File: config.mk
export PLATFORM = sky130hd
export DESIGN_NAME = mem_arbiter
export DESIGN_NICKNAME = d
export VERILOG_FILES = /design/src/rtl/mem_arbiter.sv
export SDC_FILE = /design/constraint.sdc
export NUM_CORES = 1
export LEC_CHECK = 0
export BUFFER_PORTS_ARGS = -buffer_cell sky130_fd_sc_hd__buf_2
export CAP_MARGIN = 20
export CORE_UTILIZATION = 40
export CTS_CLUSTER_SIZE = 14
export DETAILED_ROUTE_END_ITERATION = 7
export GPL_TIMING_DRIVEN = 0
export PLACE_DENSITY = 0.68
export SLEW_MARGIN = 20
export SYNTH_ARGS = -nofsm -noshare
export SYNTH_HDL_FRONTEND = slang
export SYNTH_SLANG_ARGS = --single-unit
File: constraint.sdc
create_clock -name clk -period 5.9 [get_ports clk]
set_clock_uncertainty 0.1 [all_clocks]
set_input_delay 0.59 -clock clk [delete_from_list [all_inputs] [get_ports clk]]
set_output_delay 0.59 -clock clk [all_outputs]
set_load 0.05 [all_outputs]
File: src/rtl/mem_arbiter.sv
// Arbiter and sequencer for the single-port system memory: loader, fetcher and
// decoder data path share it through an IDLE/ISSUE/RESP handshake.
module mem_arbiter #(
  parameter int ADDR_WIDTH   = 16,
  parameter int DATA_WIDTH   = 8,
  parameter int STARVE_LIMIT = 8
) (
  input  logic                  clk,
  input  logic                  reset,
  input  logic                  ldr_req,
  input  logic                  ldr_we,
  input  logic                  ldr_lock,
  input  logic [ADDR_WIDTH-1:0] ldr_addr,
  input  logic [DATA_WIDTH-1:0] ldr_wdata,
  output logic                  ldr_gnt,
  output logic                  ldr_rvalid,
  input  logic                  fch_req,
  input  logic [ADDR_WIDTH-1:0] fch_addr,
  output logic                  fch_gnt,
  output logic                  fch_rvalid,
  input  logic                  dat_req,
  input  logic                  dat_we,
  input  logic [ADDR_WIDTH-1:0] dat_addr,
  input  logic [DATA_WIDTH-1:0] dat_wdata,
  output logic                  dat_gnt,
  output logic                  dat_rvalid,
  output logic [DATA_WIDTH-1:0] rdata,
  output logic [ADDR_WIDTH-1:0] mem_addr,
  output logic                  mem_we,
  output logic [DATA_WIDTH-1:0] mem_wdata,
  input  logic [DATA_WIDTH-1:0] mem_rdata,
  output logic                  busy,
  output logic [1:0]            owner
);

  typedef enum logic [1:0] {IDLE = 2'd0, ISSUE = 2'd1, RESP = 2'd2} state_t;

  localparam logic [1:0] OWN_NONE = 2'd0;
  localparam logic [1:0] OWN_LDR  = 2'd1;
  localparam logic [1:0] OWN_FCH  = 2'd2;
  localparam logic [1:0] OWN_DAT  = 2'd3;
  localparam logic [7:0] LIMIT    = 8'(STARVE_LIMIT);

  state_t                state_reg, state_next;
  logic [ADDR_WIDTH-1:0] addr_reg, addr_next;
  logic                  we_reg, we_next;
  logic [DATA_WIDTH-1:0] wdata_reg, wdata_next;
  logic [DATA_WIDTH-1:0] rdata_reg;
  logic [1:0]            owner_reg, owner_next;
  logic                  rr_dat_reg, rr_dat_next;  // rr_last: 1 = dat, 0 = fch
  logic [2:0]            rvalid_reg;               // {dat, fch, ldr}
  logic [1:0]            starve_req, starve_gnt, starved;
  logic [1:0]            win;
  logic                  lock_cont;

  assign starve_req = {dat_req, fch_req};
  assign starve_gnt = {dat_gnt, fch_gnt};

  // Per-port wait counters for fch (0) and dat (1); starvation needs a live request.
  generate
    for (genvar gi = 0; gi < 2; gi++) begin : g_wait
      logic [7:0] cnt_reg;
      always_ff @(posedge clk or posedge reset) begin
        if (reset) begin
          cnt_reg <= 8'd0;
        end else if (!starve_req[gi] || starve_gnt[gi]) begin
          cnt_reg <= 8'd0;
        end else if (cnt_reg != LIMIT) begin
          cnt_reg <= cnt_reg + 8'd1;
        end
      end
      assign starved[gi] = starve_req[gi] && (cnt_reg == LIMIT);
    end
  endgenerate

  always_comb begin
    win = OWN_NONE;
    if (starved == 2'b11)        win = rr_dat_reg ? OWN_FCH : OWN_DAT;
    else if (starved[0])         win = OWN_FCH;
    else if (starved[1])         win = OWN_DAT;
    else if (ldr_req)            win = OWN_LDR;
    else if (fch_req && dat_req) win = rr_dat_reg ? OWN_FCH : OWN_DAT;
    else if (fch_req)            win = OWN_FCH;
    else if (dat_req)            win = OWN_DAT;
  end

  assign lock_cont = (owner_reg == OWN_LDR) && ldr_lock && ldr_req && (starved == 2'b00);

  always_comb begin
    state_next  = state_reg;
    addr_next   = addr_reg;
    we_next     = we_reg;
    wdata_next  = wdata_reg;
    owner_next  = owner_reg;
    rr_dat_next = rr_dat_reg;
    case (state_reg)
      IDLE: begin
        case (win)
          OWN_LDR: begin addr_next = ldr_addr; we_next = ldr_we; wdata_next = ldr_wdata; end
          OWN_FCH: begin addr_next = fch_addr; we_next = 1'b0; end
          OWN_DAT: begin addr_next = dat_addr; we_next = dat_we; wdata_next = dat_wdata; end
          default: ;
        endcase
        if (win != OWN_NONE) begin
          owner_next = win;
          state_next = ISSUE;
        end
        if (win == OWN_FCH || win == OWN_DAT) rr_dat_next = (win == OWN_DAT);
      end
      ISSUE:   state_next = we_reg ? IDLE : RESP;
      RESP:    state_next = IDLE;
      default: state_next = IDLE;
    endcase
    // Burst lock: chain the next loader access on the last cycle of the current one.
    if (((state_reg == ISSUE && we_reg) || state_reg == RESP) && lock_cont) begin
      addr_next  = ldr_addr;
      we_next    = ldr_we;
      wdata_next = ldr_wdata;
      state_next = ISSUE;
    end
  end

  always_ff @(posedge clk or posedge reset) begin
    if (reset) begin
      state_reg  <= IDLE;
      addr_reg   <= '0;
      we_reg     <= 1'b0;
      wdata_reg  <= '0;
      owner_reg  <= OWN_NONE;
      rr_dat_reg <= 1'b1;
      rdata_reg  <= '0;
      rvalid_reg <= 3'b000;
    end else begin
      state_reg  <= state_next;
      addr_reg   <= addr_next;
      we_reg     <= we_next;
      wdata_reg  <= wdata_next;
      owner_reg  <= owner_next;
      rr_dat_reg <= rr_dat_next;
      if (state_reg == RESP) begin
        rdata_reg  <= mem_rdata;
        rvalid_reg <= {owner_reg == OWN_DAT, owner_reg == OWN_FCH, owner_reg == OWN_LDR};
      end else begin
        rvalid_reg <= 3'b000;
      end
    end
  end

  assign ldr_gnt    = (state_reg == ISSUE) && (owner_reg == OWN_LDR);
  assign fch_gnt    = (state_reg == ISSUE) && (owner_reg == OWN_FCH);
  assign dat_gnt    = (state_reg == ISSUE) && (owner_reg == OWN_DAT);
  assign ldr_rvalid = rvalid_reg[0];
  assign fch_rvalid = rvalid_reg[1];
  assign dat_rvalid = rvalid_reg[2];
  assign rdata      = rdata_reg;
  assign mem_addr   = addr_reg;
  assign mem_wdata  = wdata_reg;
  assign mem_we     = (state_reg == ISSUE) && we_reg;
  assign busy       = (state_reg != IDLE);
  assign owner      = owner_reg;

endmodule

Yosys cells after proc, flatten, opt, wreduce, memory -nomap -nowiden
Cells that the tools add are included.
- add/subtract/negate cells: 2
- equality and inequality tests: 14
- multiplexer cells: 26
- reductions and logical operators: 30
- operators with widths (kind ; number):
    $mux 8 ; 6
    $pmux 16 s3 ; 1
    $mux 16 ; 2
    $mux 2 ; 10
    $add 8x1->8 const B ; 2
    $eq 8x4->1 const B ; 2
    $ne 8x4->1 const B ; 2
    $pmux 8 s2 ; 1
    $eq 2x2->1 const B ; 6
    $logic_and 1x1->1 ; 11
    $reduce_bool 2->1 ; 5
    $reduce_and 2->1 ; 4
    $eq 2x1->1 const B ; 3
    $logic_not 2->1 ; 2
    $logic_or 1x1->1 ; 4
    $pmux 2 s2 ; 1
    $reduce_bool 4->1 ; 1
    $mux 1 ; 3
    $mux 3 ; 1
    $ne 3x3->1 const B ; 1
    $pmux 1 s3 ; 1
    $reduce_bool 3->1 ; 1
    $logic_not 1->1 ; 2
- flip-flop bits (word level): 57
- input port bits: 80
- output and inout port bits: 42
- logic and storage cells: 82

Depth between registers and ports, before layout
Gate-level depths: netlist of the first run.
- depth after elaboration: 11
- gate-level depth with buffers: 14
- mapped depth without buffers: 11

Worst setup path before layout of the first run
No wires, ideal clock.
- kind: flip-flop to flip-flop
- start point: reg g_wait[1].cnt_reg[0]
- end point: reg wdata_reg[0], in the netlist mem_wdata[0]
- setup time: 125 ps
- data arrival time: 2812 ps
- data required time: 5675 ps
- path slack: 2863 ps
- stages on the path, launching flop included: 12
- period minus slack after synthesis: 3037 ps
- cell sequence: dfrtp_1 > inv_1 > ha_1 > nor3b_2 > nand4b_1 > a31oi_1 > ha_1 > clkbuf_1 > inv_1 > a31oi_2 > mux2_2 > mux2_2
- word-level cells in the longest chain between the ends: 9
- elaborated cells on any way between the ends: 17
- classes of those cells: 4 x eq/ne; 6 x mux; 7 x reduce/logical
- ends and longest elaborated chain (what ; RTL line ; text):
    start, declared ; 62 ; logic [7:0] cnt_reg;
    start signal, assigned ; 69 ; cnt_reg <= cnt_reg + 8'd1;
    $eq 8x4->1 * ; 72 ; assign starved[gi] = starve_req[gi] && (cnt_reg == LIMIT);
    $logic_and 1x1->1 * ; 72 ;
    $mux 2 ; 80 ; else if (starved[1]) win = OWN_DAT;
    $mux 2 ; 79 ; else if (starved[0]) win = OWN_FCH;
    $mux 2 * ; 78 ; if (starved == 2'b11) win = rr_dat_reg ? OWN_FCH : OWN_DAT;
    net win[0] ; 53 ; logic [1:0] win;
    $eq 2x2->1 or $eq 2x1->1 (tied branches) ; 98 ; case (win)
    $pmux 8 s2 ; 98 ;
    $mux 8 ; 96 ; case (state_reg)
    $mux 8 ; 115 ; if (((state_reg == ISSUE && we_reg) || state_reg == RESP) && lock_cont) begin
    end signal, assigned ; 137 ; wdata_reg <= wdata_next;
    end, declared ; 47 ; logic [DATA_WIDTH-1:0] wdata_reg, wdata_next;
The timed path passes the listed nets; every way through them passes the cells marked *. The select of a mux whose other input is x is not followed.
A chain may end at the register's enable or synchronous reset.

Worst setup path after layout of the first run
Ends and elaborated chain as after synthesis.

==> tab_implementation.tex, run 1 <==
\begin{tabular}{lr}
\hline
Metric & Value \\
\hline
\multicolumn{2}{l}{\textbf{Die}} \\
\quad Std cell rows & 31 \\
\quad Initial core utilization & 0.416 \\
\quad X dimension of the die & just under 90 um \\
\quad Die Footprint & about 0.008 mm2 \\
\quad Vertical die dimension & 89.1 um \\
\quad Area of the placeable core & between 0.007 and 0.008 mm2 \\
\quad Number of I/O pins & approximately 120 \\
\multicolumn{2}{l}{\textbf{Drt}} \\
\quad Average via count per standard cell & around 5 \\
\quad Detailed-route via count & roughly 2,500 \\
\quad Count of routing violations after the opening detailed-route iteration & 69 \\
\quad Detailed-route wire length & between 6000 and 7000 um \\
\quad Number of DRC violations after detailed routing & 0 \\
\quad Antenna-violating nets left & 0 \\
\quad DR pass1 iterations & 4 \\
\quad Avg WL per Cell & 13.5 um \\
\multicolumn{2}{l}{\textbf{STA}} \\
\quad Setup TNS & 0 ns \\
\quad Fmax & $\sim$270 MHz \\
\quad Worst setup margin & roughly 2.2 ns \\
\quad Tightest Pin Transition & 0.694 ns \\
\quad Worst relative slew slack & 0.537 \\
\quad Final number of hold-violating endpoints & 0 \\
\quad Setup violations, final & 0 \\
\quad Number of pins exceeding their max-slew limit in the final report & 0 \\
\quad Post-route minimum period & around 3.7 ns \\
\quad RSZ-0062 raised after global routing & false \\
\quad Fraction of the cycle the final worst path needs & 0.627 \\
\multicolumn{2}{l}{\textbf{Layout}} \\
\quad Final cell area excluding filler cells & $\sim$0.0040 mm2 \\
\quad Final Instance Count excl. Fillers & a little under 500 \\
\quad Layout Area Growth over Synthesis & 32.3\% \\
\quad Most common library cell in the layout ignoring fill and taps & sky130\_fd\_sc\_hd\_\_buf\_2 \\
\quad Nets@finish & 478 \\
\quad Most used cells in the layout excluding fill and tap cells & 122 x sky130\_fd\_sc\_hd\_\_buf\_2, 56 x sky130\_fd\_sc\_hd\_\_dfrtp\_1, 32 x sky130\_fd\_sc\_hd\_\_mux2\_2 \\
\quad Ratio of cells with drive above 1 in the final layout & 0.490 \\
\quad Diodes inserted & 0 \\
\quad Final core utilization & 0.551 \\
\multicolumn{2}{l}{\textbf{Logic synthesis}} \\
\quad Number of nets produced by synthesis & $\sim$350 \\
\quad Mean cell area of the mapped netlist & between 10 and 15 um2 \\
\quad Distinct cell type count of the synthesized netlist & between 40 and 50 \\
\quad Yosys warning count & 0 \\
\quad Post-synth ARST share & 1.00 \\
\quad Sequential share of the synthesized area & 0.470 \\
\quad Synth Cell Area & 0.00304 mm2 \\
\quad Top\_reg\_cell synth & sky130\_fd\_sc\_hd\_\_dfrtp\_1 \\
\quad Synthesis-stage register bit count & 57 \\
\quad Cell count after synthesis & about 260 \\
\quad Number of flops mapped to enable cells by yosys & 0 \\
\multicolumn{2}{l}{\textbf{Worst setup path}} \\
\quad Type of the worst setup path & reg -> reg \\
\quad Beginning of the worst register-to-register path & g\_wait[1].cnt\_reg[0] \\
\quad Worst setup path startpoint & g\_wait[1].cnt\_reg[0] \\
\quad Top Family by Delay on Critical Path & compound AO/OA/AOI/OAI gates \\
\quad Buffers and inverters on the worst path & 3 \\
\quad Total number of cells along the worst setup path & 11 \\
\quad Capture instance of the worst register-to-register path & mem\_wdata[0] \\
\quad Critical Path Sink & mem\_wdata[0] \\
\quad Worst stage delay on the critical path & between 0.5 and 0.6 ns \\
\quad CP Data Required Time & $\sim$6 ns \\
\quad Cells along the critical path & inv\_1 -> ha\_1 -> nor3b\_2 -> nand4b\_1 -> a31oi\_1 -> ha\_1 -> clkbuf\_1 -> inv\_1 -> a31oi\_2 -> mux2\_2 -> mux2\_2 \\
\quad Crit path max-delay cell type & sky130\_fd\_sc\_hd\_\_a31oi\_2 \\
\quad Number of cells on the worst reg-to-reg path & 11 \\
\quad Biggest fanout along the worst timing path & 9 \\
\quad Kind of capture point of the worst setup path & register \\
\quad Critical path data arrival time & between 3 and 4 ns \\
\quad Startpoint Class & register \\
\quad Flop-to-flop setup slack & 2.20 ns \\
\multicolumn{2}{l}{\textbf{Power}} \\
\quad Areal power density over the cells & 557 mW/mm2 \\
\quad Lkg Pwr & just under 2 nW \\
\quad Peak ir drop on the vdd network & around 0.32 mV \\
\multicolumn{2}{l}{\textbf{Min path}} \\
\quad Classification of the worst-slack hold path & in -> async \\
\multicolumn{2}{l}{\textbf{Clocking}} \\
\quad Number of buffers inserted to repair setup after CTS & 0 \\
\quad Max clock buf depth & 2 \\
\quad Number of resized instances in the post-cts repair step & 0 \\
\quad Latest clock arrival within the worst-skew pair & $\sim$0.34 ns \\
\quad Cts bufs inserted & 9 \\
\quad TritonCTS Sinks & 57 \\
\quad Cell at the root of the clock tree & sky130\_fd\_sc\_hd\_\_clkbuf\_8 \\
\quad Number of H-tree levels & 3 \\
\quad Clock tree from TritonCTS & built \\
\quad Hold-fix buffers at CTS & 0 \\
\quad Clock-pin slew reported for the worst setup and hold paths after clock tree synthesis & 0.07 ns \\
\multicolumn{2}{l}{\textbf{Placed design}} \\
\quad Post-placement setup slack & $\sim$2.2 ns \\
\quad Number of instances in the placed design & between 400 and 500 \\
\quad Placement-stage cell area & between 0.003 and 0.004 mm2 \\
\quad Dpl hpwl & 4990 um \\
\quad Number of port buffers & between 100 and 150 \\
\quad GP Congestion & around 0.81 \\
\multicolumn{2}{l}{\textbf{Global route}} \\
\quad Wire length of the first global-routing pass & roughly 11,000 um \\
\quad Overall global routing resource usage & 0.177 \\
\quad Pin count of the biggest net entering global routing & 58 \\
\quad Antenna violations before repair & 0 \\
\quad Global route overflow & 0 \\
\quad Via count of the first global-routing pass & $\sim$2,300 \\
\multicolumn{2}{l}{\textbf{Outcome}} \\
\quad Result of the run & finished, final reports clean \\
\multicolumn{2}{l}{\textbf{Run}} \\
\quad Number of max-cap violations & 0 \\
\hline
\end{tabular}
-- kinds of logic (layout without fill, tap and decap cells) --
logic type / count (synthesis) / count (layout) / share of synthesized area
XOR/XNOR: 13 / 13 / 0.0375
buffers and inverters: 21 / 158 / 0.0367
adder cells (fa/ha/maj): 7 / 7 / 0.0288
AO/OA/AOI/OAI: 47 / 47 / 0.122
multiplexers: 42 / 42 / 0.168
flip-flops: 57 / 57 / 0.470
AND/OR/NAND/NOR: 72 / 72 / 0.137
-- per-stage QoR --
step                total power, mW  hold WS, ns
floorplan                      1.54        0.317
global placement               1.78        0.359
detailed placement             1.80        0.384
CTS                            2.26        0.288
global route                   2.36        0.295
finish                         2.24        0.254
-- synthesized netlist by cell type, drive strengths merged, types with 6 or more instances --
library cell  number  area [um2]
and3               6        37.5
xor2               9        78.8
inv                9        33.8
a22oi             16         120
nand3             10        55.1
ha                 7        87.6
o2bb2ai           16         140
clkbuf             7        26.3
nor2              24        90.1
nand2             12        45.0
mux2              42         510
dfrtp             56        1400
-- per-layer routing --
layer / vias up / GRT usage / share of wire
met5: - / 0 / 0
met4: 0 / 0.0433 / 0.010
met3: 6 / 0.0776 / 0.067
met2: 83 / 0.273 / 0.46
met1: 1172 / 0.229 / 0.47
li1: 1203 / - / -
-- worst min path at each step --
stage	from	cells past startpoint	endpoint
detailed placement	we_reg	1	state_reg[1]
CTS	reset	2	mem_wdata[5]
global route	reset	2	mem_wdata[5]
global placement	we_reg	1	state_reg[1]
finish	reset	2	mem_wdata[7]
floorplan	we_reg	1	state_reg[1]
-- layout make-up --
type / count / area [um2]
clock buffer: 9 / 124
clock inverter: 7 / 125
fill: 660 / 3270
tap: 99 / 124
buffer: 12 / 77.6
multi-input combinational: 181 / 1500
inverter: 9 / 36.3
timing repair buffer: 121 / 606
sequential: 57 / 1430
-- power by group --
| group | internal (mW) | switching (mW) | total (mW) | leakage, nW |
|---|---|---|---|---|
| combinational | 0.393 | 0.755 | 1.15 | 1.13 |
| clock | 0.285 | 0.169 | 0.454 | 0.124 |
| sequential | 0.542 | 0.0951 | 0.637 | 0.710 |
| total | 1.22 | 1.02 | 2.24 | 1.96 |
(Power assumes the default switching activity.)
==> inputs of run 2 (changes only) <==
==> constraint.sdc (replaced) <==
create_clock -name clk -period 3.5 [get_ports clk]
set_clock_uncertainty 0.1 [all_clocks]
set_input_delay 0.35 -clock clk [delete_from_list [all_inputs] [get_ports clk]]
set_output_delay 0.35 -clock clk [all_outputs]
set_load 0.05 [all_outputs]
==> run 2 against run 1 <==
Against the previous run:
- design area is 0.19% higher
- utilization is 0.10 points higher
- critical path type unchanged
- combinational power is 69% higher
- first-iteration DRC count is 4.3% lower
- routed wire length is 0.15% higher
- total power is 69% higher
- flip-flop and latch count stayed put
- highest routed layer unchanged
- critical path depth is 1 lower
- clock power is 68% higher
- worst hold slack worse by 0.24 ns
==> tab_implementation.tex, run 2 (synthesized netlist as in run 1, its figures left out) <==
\begin{tabular}{lr}
\hline
Metric & Value \\
\hline
\multicolumn{2}{l}{\textbf{Outcome}} \\
\quad Result of the run & finished, final reports clean \\
\multicolumn{2}{l}{\textbf{Layout}} \\
\quad Most common library cell in the layout ignoring fill and taps & sky130\_fd\_sc\_hd\_\_buf\_2 \\
\quad Nets@finish & $\sim$480 \\
\quad Final Instance Count excl. Fillers & 493 \\
\quad Filler cells & roughly 660 \\
\quad Layout Area Growth over Synthesis & 32.6\% \\
\quad Final cell area excluding filler cells & around 0.0040 mm2 \\
\quad Ratio of cells with drive above 1 in the final layout & 0.495 \\
\quad Diodes inserted & 0 \\
\quad Most used cells in the layout excluding fill and tap cells & 122 x sky130\_fd\_sc\_hd\_\_buf\_2, 56 x sky130\_fd\_sc\_hd\_\_dfrtp\_1, 32 x sky130\_fd\_sc\_hd\_\_mux2\_2 \\
\multicolumn{2}{l}{\textbf{Clocking}} \\
\quad Cts bufs inserted & 9 \\
\quad Clock-pin slew reported for the worst setup and hold paths after clock tree synthesis & 0.07 ns \\
\quad Max clock buf depth & 2 \\
\quad Latest clock arrival within the worst-skew pair & 0.34 ns \\
\quad Hold-fix buffers at CTS & 0 \\
\quad Number of H-tree levels & 3 \\
\quad Cell at the root of the clock tree & sky130\_fd\_sc\_hd\_\_clkbuf\_8 \\
\quad TritonCTS Sinks & 57 \\
\quad Clock tree from TritonCTS & built \\
\multicolumn{2}{l}{\textbf{Global route}} \\
\quad Global route overflow & 0 \\
\quad Antenna violations before repair & 0 \\
\quad Overall global routing resource usage & 0.177 \\
\quad Wire length of the first global-routing pass & 10,500 um \\
\quad Via count of the first global-routing pass & between 2,000 and 2,500 \\
\quad Pin count of the biggest net entering global routing & between 50 and 60 \\
\multicolumn{2}{l}{\textbf{STA}} \\
\quad Fmax & 305 MHz \\
\quad Number of pins exceeding their max-slew limit in the final report & 0 \\
\quad Final number of hold-violating endpoints & 0 \\
\quad Tightest Pin Transition & 0.693 ns \\
\quad Post-route minimum period & 3.28 ns \\
\quad Fraction of the cycle the final worst path needs & 0.938 \\
\quad Setup violations, final & 0 \\
\quad Worst relative slew slack & 0.538 \\
\quad RSZ-0062 raised after global routing & false \\
\multicolumn{2}{l}{\textbf{Drt}} \\
\quad Average via count per standard cell & approximately 5.0 \\
\quad Detailed-route via count & about 2,500 \\
\quad Antenna-violating nets left & 0 \\
\quad DR pass1 iterations & 4 \\
\quad Count of routing violations after the opening detailed-route iteration & 66 \\
\quad Number of DRC violations after detailed routing & 0 \\
\quad Detailed-route wire length & 6680 um \\
\quad Avg WL per Cell & roughly 14 um \\
\multicolumn{2}{l}{\textbf{Die}} \\
\quad Number of I/O pins & about 120 \\
\quad Area of the placeable core & approximately 0.0073 mm2 \\
\quad Initial core utilization & 0.416 \\
\quad X dimension of the die & 89.1 um \\
\quad Std cell rows & 31 \\
\quad Vertical die dimension & 89.1 um \\
\quad Die Footprint & 0.00794 mm2 \\
\multicolumn{2}{l}{\textbf{Worst setup path}} \\
\quad Type of the worst setup path & reg -> reg \\
\quad Startpoint Class & register \\
\quad CP Data Required Time & about 3.6 ns \\
\quad Cells along the critical path & inv\_1 -> ha\_1 -> nor3b\_2 -> nand4b\_1 -> a31oi\_2 -> ha\_1 -> inv\_1 -> a31oi\_4 -> mux2\_2 -> mux2\_2 \\
\quad Beginning of the worst register-to-register path & g\_wait[1].cnt\_reg[0] \\
\quad Capture instance of the worst register-to-register path & mem\_wdata[0] \\
\quad Flop-to-flop setup slack & 0.22 ns \\
\quad Kind of capture point of the worst setup path & register \\
\quad Crit path max-delay cell type & sky130\_fd\_sc\_hd\_\_dfrtp\_1 \\
\quad Biggest fanout along the worst timing path & 9 \\
\quad Critical path data arrival time & approximately 3.4 ns \\
\quad Number of cells on the worst reg-to-reg path & 10 \\
\quad Worst stage delay on the critical path & about 0.44 ns \\
\multicolumn{2}{l}{\textbf{Placed design}} \\
\quad Dpl hpwl & $\sim$5000 um \\
\quad GP Congestion & 0.814 \\
\quad Placement-stage cell area & between 0.003 and 0.004 mm2 \\
\quad Number of port buffers & roughly 120 \\
\quad Number of instances in the placed design & around 480 \\
\multicolumn{2}{l}{\textbf{Min path}} \\
\quad Classification of the worst-slack hold path & in -> async \\
\multicolumn{2}{l}{\textbf{Power}} \\
\quad Peak ir drop on the vdd network & roughly 0.53 mV \\
\quad Lkg Pwr & about 2.0 nW \\
\quad Areal power density over the cells & between 900 and 1000 mW/mm2 \\
\multicolumn{2}{l}{\textbf{Run}} \\
\quad Number of max-cap violations & 0 \\
\hline
\end{tabular}
run 2: what timing repair did:
| item | CTS | global route |
|---|---|---|
| endpoints found under the setup margin | 8 | 18 |
| gates resized for setup | 2 | 0 |
| cloned | 0 | 0 |
| setup buffers | 0 | 0 |
run 2: how the worst max path moves through the flow:
| stage | endpoint | start | depth (start not counted) | slack [ns] |
|---|---|---|---|---|
| 2_1_floorplan | mem_wdata[0] | g_wait[1].cnt_reg[0] | 11 | 0.46 |
| 3_3_place_gp | mem_wdata[4] | g_wait[1].cnt_reg[0] | 11 | -0.12 |
| 3_5_place_dp | mem_wdata[0] | g_wait[1].cnt_reg[0] | 11 | -0.17 |
| 4_1_cts | mem_wdata[0] | g_wait[1].cnt_reg[0] | 11 | 0.05 |
| 5_1_grt | mem_addr[1] | g_wait[1].cnt_reg[0] | 12 | 0.03 |
| 6_report | mem_wdata[0] | g_wait[1].cnt_reg[0] | 10 | 0.22 |
run 2: layout make-up:
type                    instances  area, um2  area share
plain buffers                  10       70.1      0.0174
clock inverters                 7        125      0.0311
multi-input cells             181       1510       0.376
flip-flops and latches         57       1430       0.355
inverters                       9       36.3     0.00901
well taps                      99        124      0.0308
repair buffers                121        606       0.150
clock buffers                   9        124      0.0308
run 2: power breakdown:
part / leakage (nW) / internal [mW] / switching (mW)
clock network: 0.124 / 0.480 / 0.284
registers: 0.710 / 0.913 / 0.161
logic: 1.12 / 0.665 / 1.27
run 2: stage by stage:
stage	setup WS (ns)	power (mW)	util	setup TNS, ns	hold WS [ns]
6_report	0.219	3.78	0.552	0	0.0133
5_1_grt	0.0261	3.98	0.552	0	0.0553
4_1_cts	0.0540	3.81	0.553	0	0.0484
3_5_place_dp	-0.172	3.03	0.517	-1.32	0.384
3_3_place_gp	-0.116	3.00	0.516	-0.903	0.359
2_1_floorplan	0.463	2.60	-	0	0.317
run 2: metal layers:
layer | routed length [um] | track usage | up-vias
li1 | - | - | 1198
met1 | 3120 | 0.229 | 1173
met2 | 3060 | 0.273 | 81
met3 | 431 | 0.0776 | 6
met4 | 68 | 0.0433 | 0
met5 | 0 | 0 | -
run 2: critical path: cells and delay by family, from the launching register on:
| family | cells | cell delay [ns] |
|---|---|---|
| AOI/OAI and AO/OA | 2 | 0.71 |
| adders and majority gates | 2 | 0.58 |
| buffers and inverters | 2 | 0.24 |
| DFF | 1 | 0.44 |
| muxes | 2 | 0.64 |
| and+or+nand+nor | 2 | 0.45 |
==> inputs of run 3 (changes only) <==
--- a/config.mk
+++ b/config.mk
@@ -7,11 +7,12 @@
 export LEC_CHECK = 0
 export BUFFER_PORTS_ARGS = -buffer_cell sky130_fd_sc_hd__buf_2
 export CAP_MARGIN = 20
-export CORE_UTILIZATION = 40
+export CORE_ASPECT_RATIO = 2
+export CORE_UTILIZATION = 49
 export CTS_CLUSTER_SIZE = 14
 export DETAILED_ROUTE_END_ITERATION = 7
 export GPL_TIMING_DRIVEN = 0
-export PLACE_DENSITY = 0.68
+export PLACE_DENSITY = 0.81
 export SLEW_MARGIN = 20
 export SYNTH_ARGS = -nofsm -noshare
 export SYNTH_HDL_FRONTEND = slang
==> run 3 against run 2 <==
Against the previous run:
- the run now ends with design-rule violations left
- critical endpoint is now mem_wdata[6]
- non-clock buffer count up 2
- routed wire length grew 3.8%
- die area down 18%
- highest routed layer unchanged
==> tab_implementation.tex, run 3 (synthesized netlist as in run 1, its figures left out) <==
\begin{tabular}{lr}
\hline
Metric & Value \\
\hline
\multicolumn{2}{l}{\textbf{Clocking}} \\
\quad Max clock buf depth & 2 \\
\quad Latest clock arrival within the worst-skew pair & 0.32 ns \\
\quad Cts bufs inserted & 9 \\
\quad Number of H-tree levels & 3 \\
\quad Clock-pin slew reported for the worst setup and hold paths after clock tree synthesis & roughly 0.05 ns \\
\quad Hold-fix buffers at CTS & 0 \\
\quad Clock tree from TritonCTS & built \\
\quad Cell at the root of the clock tree & sky130\_fd\_sc\_hd\_\_clkbuf\_16 \\
\quad TritonCTS Sinks & 57 \\
\multicolumn{2}{l}{\textbf{Global route}} \\
\quad Global route overflow & 0 \\
\quad Antenna violations before repair & 0 \\
\quad Overall global routing resource usage & 0.224 \\
\quad Pin count of the biggest net entering global routing & just under 60 \\
\quad Via count of the first global-routing pass & around 2,500 \\
\quad Wire length of the first global-routing pass & roughly 11,000 um \\
\multicolumn{2}{l}{\textbf{Layout}} \\
\quad Nets@finish & roughly 480 \\
\quad Register area & 0.00143 mm2 \\
\quad Most used cells in the layout excluding fill and tap cells & 122 x sky130\_fd\_sc\_hd\_\_buf\_2, 56 x sky130\_fd\_sc\_hd\_\_dfrtp\_1, 32 x sky130\_fd\_sc\_hd\_\_mux2\_2 \\
\quad Final Instance Count excl. Fillers & 459 \\
\quad Final cell area excluding filler cells & around 0.0040 mm2 \\
\quad Filler cells & 473 \\
\quad Footprint of the multi-input gates & roughly 0.0015 mm2 \\
\quad Final core utilization & 0.674 \\
\quad Layout Area Growth over Synthesis & 33.3\% \\
\quad Ratio of cells with drive above 1 in the final layout & 0.490 \\
\quad Diodes inserted & 0 \\
\quad Most common library cell in the layout ignoring fill and taps & sky130\_fd\_sc\_hd\_\_buf\_2 \\
\multicolumn{2}{l}{\textbf{Drt}} \\
\quad DR pass1 iterations & 6 \\
\quad Number of DRC violations after detailed routing & 6 \\
\quad Met2 WL & slightly below 4000 um \\
\quad Count of routing violations after the opening detailed-route iteration & 75 \\
\quad Average via count per standard cell & about 5.5 \\
\quad Routed wire length on met3 & around 240 um \\
\quad Top layer reached by signal wires & met4 \\
\quad Detailed-route wire length & about 7000 um \\
\quad Sum of routed wire segments on met1 & about 2600 um \\
\quad Antenna-violating nets left & 0 \\
\quad Avg WL per Cell & between 15 and 20 um \\
\quad Detailed-route via count & 2,507 \\
\multicolumn{2}{l}{\textbf{Power}} \\
\quad Lkg Pwr & between 1.5 and 2 nW \\
\quad Internal Dissipation & 2.15 mW \\
\quad Areal power density over the cells & approximately 960 mW/mm2 \\
\quad Peak ir drop on the vdd network & 0.495 mV \\
\quad Share of total power in combinational logic & 0.506 \\
\quad Part of the total power dissipated in sequential elements & 0.277 \\
\quad Net switching power figure & around 1.7 mW \\
\quad Overall Power & $\sim$3.9 mW \\
\quad Switching power share of the total & 0.445 \\
\quad Clock network power share & 0.217 \\
\multicolumn{2}{l}{\textbf{Die}} \\
\quad Std cell rows & 40 \\
\quad Initial core utilization & 0.506 \\
\quad Die Footprint & roughly 0.0065 mm2 \\
\quad Vertical die dimension & 113 um \\
\quad Area of the placeable core & 0.00601 mm2 \\
\quad X dimension of the die & 57.7 um \\
\quad Number of I/O pins & roughly 120 \\
\multicolumn{2}{l}{\textbf{STA}} \\
\quad Post-route minimum period & between 3 and 4 ns \\
\quad Fmax & roughly 310 MHz \\
\quad RSZ-0062 raised after global routing & false \\
\quad Worst relative slew slack & 0.531 \\
\quad Tightest Pin Transition & between 0.7 and 0.8 ns \\
\quad Setup violations, final & 0 \\
\quad Final number of hold-violating endpoints & 0 \\
\quad Setup TNS & 0 ns \\
\quad Number of pins exceeding their max-slew limit in the final report & 0 \\
\quad Final worst hold slack & roughly 0.048 ns \\
\quad Fraction of the cycle the final worst path needs & 0.918 \\
\quad Worst setup margin & roughly 0.29 ns \\
\multicolumn{2}{l}{\textbf{Worst setup path}} \\
\quad Biggest fanout along the worst timing path & 9 \\
\quad Startpoint Class & register \\
\quad Type of the worst setup path & reg -> reg \\
\quad Kind of capture point of the worst setup path & register \\
\quad Flop-to-flop setup slack & about 0.29 ns \\
\quad Critical path data arrival time & between 3 and 4 ns \\
\quad Number of cells on the worst reg-to-reg path & 11 \\
\quad CP Data Required Time & between 3 and 4 ns \\
\quad Beginning of the worst register-to-register path & g\_wait[1].cnt\_reg[0] \\
\quad Capture instance of the worst register-to-register path & mem\_wdata[6] \\
\multicolumn{2}{l}{\textbf{Outcome}} \\
\quad Result of the run & complete, but fails checks \\
\quad Failing checks & design-rule violations \\
\multicolumn{2}{l}{\textbf{Placed design}} \\
\quad Number of port buffers & roughly 120 \\
\quad GP Congestion & about 0.79 \\
\quad Number of instances in the placed design & 443 \\
\quad Dpl hpwl & around 5000 um \\
\quad Post-placement setup slack & -0.112 ns \\
\quad Placement-stage cell area & about 0.0037 mm2 \\
\multicolumn{2}{l}{\textbf{Min path}} \\
\quad Classification of the worst-slack hold path & in -> async \\
\multicolumn{2}{l}{\textbf{Run}} \\
\quad Number of max-cap violations & 0 \\
\hline
\end{tabular}
==> run 3: cell types whose count changed in the layout (fill, tap and decap cells not counted), sizes merged <==
cell,before,now
bufinv,3,1
inv,11,9
clkbuf,14,18
buf,126,128
==> run 3: repair_timing <==
| item | 4_1_cts | 5_1_grt |
|---|---|---|
| setup endpoints to repair | 8 | 25 |
| buffers inserted | 0 | 2 |
| resized for setup | 1 | 1 |
==> run 3: final cells by class <==
cell class,count,area share
clock buffers,13,0.0618
flip-flops and latches,57,0.353
inverters,9,0.00896
well taps,63,0.0195
clock inverters,3,0.00989
repair buffers,123,0.156
multi-input cells,181,0.374
plain buffers,10,0.0173
==> run 3: critical path, cell delays in order (launching register included) <==
cell	delay [ns]
sky130_fd_sc_hd__dfrtp_1	0.43
sky130_fd_sc_hd__inv_1	0.08
sky130_fd_sc_hd__ha_1	0.15
sky130_fd_sc_hd__nor3b_2	0.30
sky130_fd_sc_hd__nand4b_1	0.17
sky130_fd_sc_hd__a31oi_2	0.34
sky130_fd_sc_hd__ha_1	0.42
sky130_fd_sc_hd__inv_1	0.16
sky130_fd_sc_hd__a31oi_4	0.20
sky130_fd_sc_hd__buf_12	0.15
sky130_fd_sc_hd__mux2_2	0.34
sky130_fd_sc_hd__mux2_2	0.26
==> run 3: power by group through the flow <==
stage | combinational [mW] | clock (mW) | sequential [mW]
6_report | 1.96 | 0.842 | 1.08
5_1_grt | 2.05 | 0.887 | 1.11
4_1_cts | 1.96 | 0.858 | 1.08
3_5_place_dp | 1.95 | 0 | 1.08
3_3_place_gp | 1.92 | 0 | 1.07
2_1_floorplan | 0.805 | 0 | 1.79
==> run 3: routing by layer <==
metal | up-vias | track usage
met5 | - | 0
met4 | 0 | 0.121
met3 | 17 | 0.0514
met2 | 66 | 0.395
met1 | 1221 | 0.240
li1 | 1203 | -
==> run 3: how the worst max path moves through the flow <==
stage	endpoint	startpoint	cells past startpoint
finish	mem_wdata[6]	g_wait[1].cnt_reg[0]	11
global route	mem_wdata[7]	g_wait[1].cnt_reg[0]	11
CTS	mem_wdata[1]	g_wait[1].cnt_reg[0]	11
detailed placement	mem_wdata[1]	g_wait[1].cnt_reg[0]	11
global placement	mem_wdata[2]	g_wait[1].cnt_reg[0]	11
floorplan	mem_wdata[0]	g_wait[1].cnt_reg[0]	11
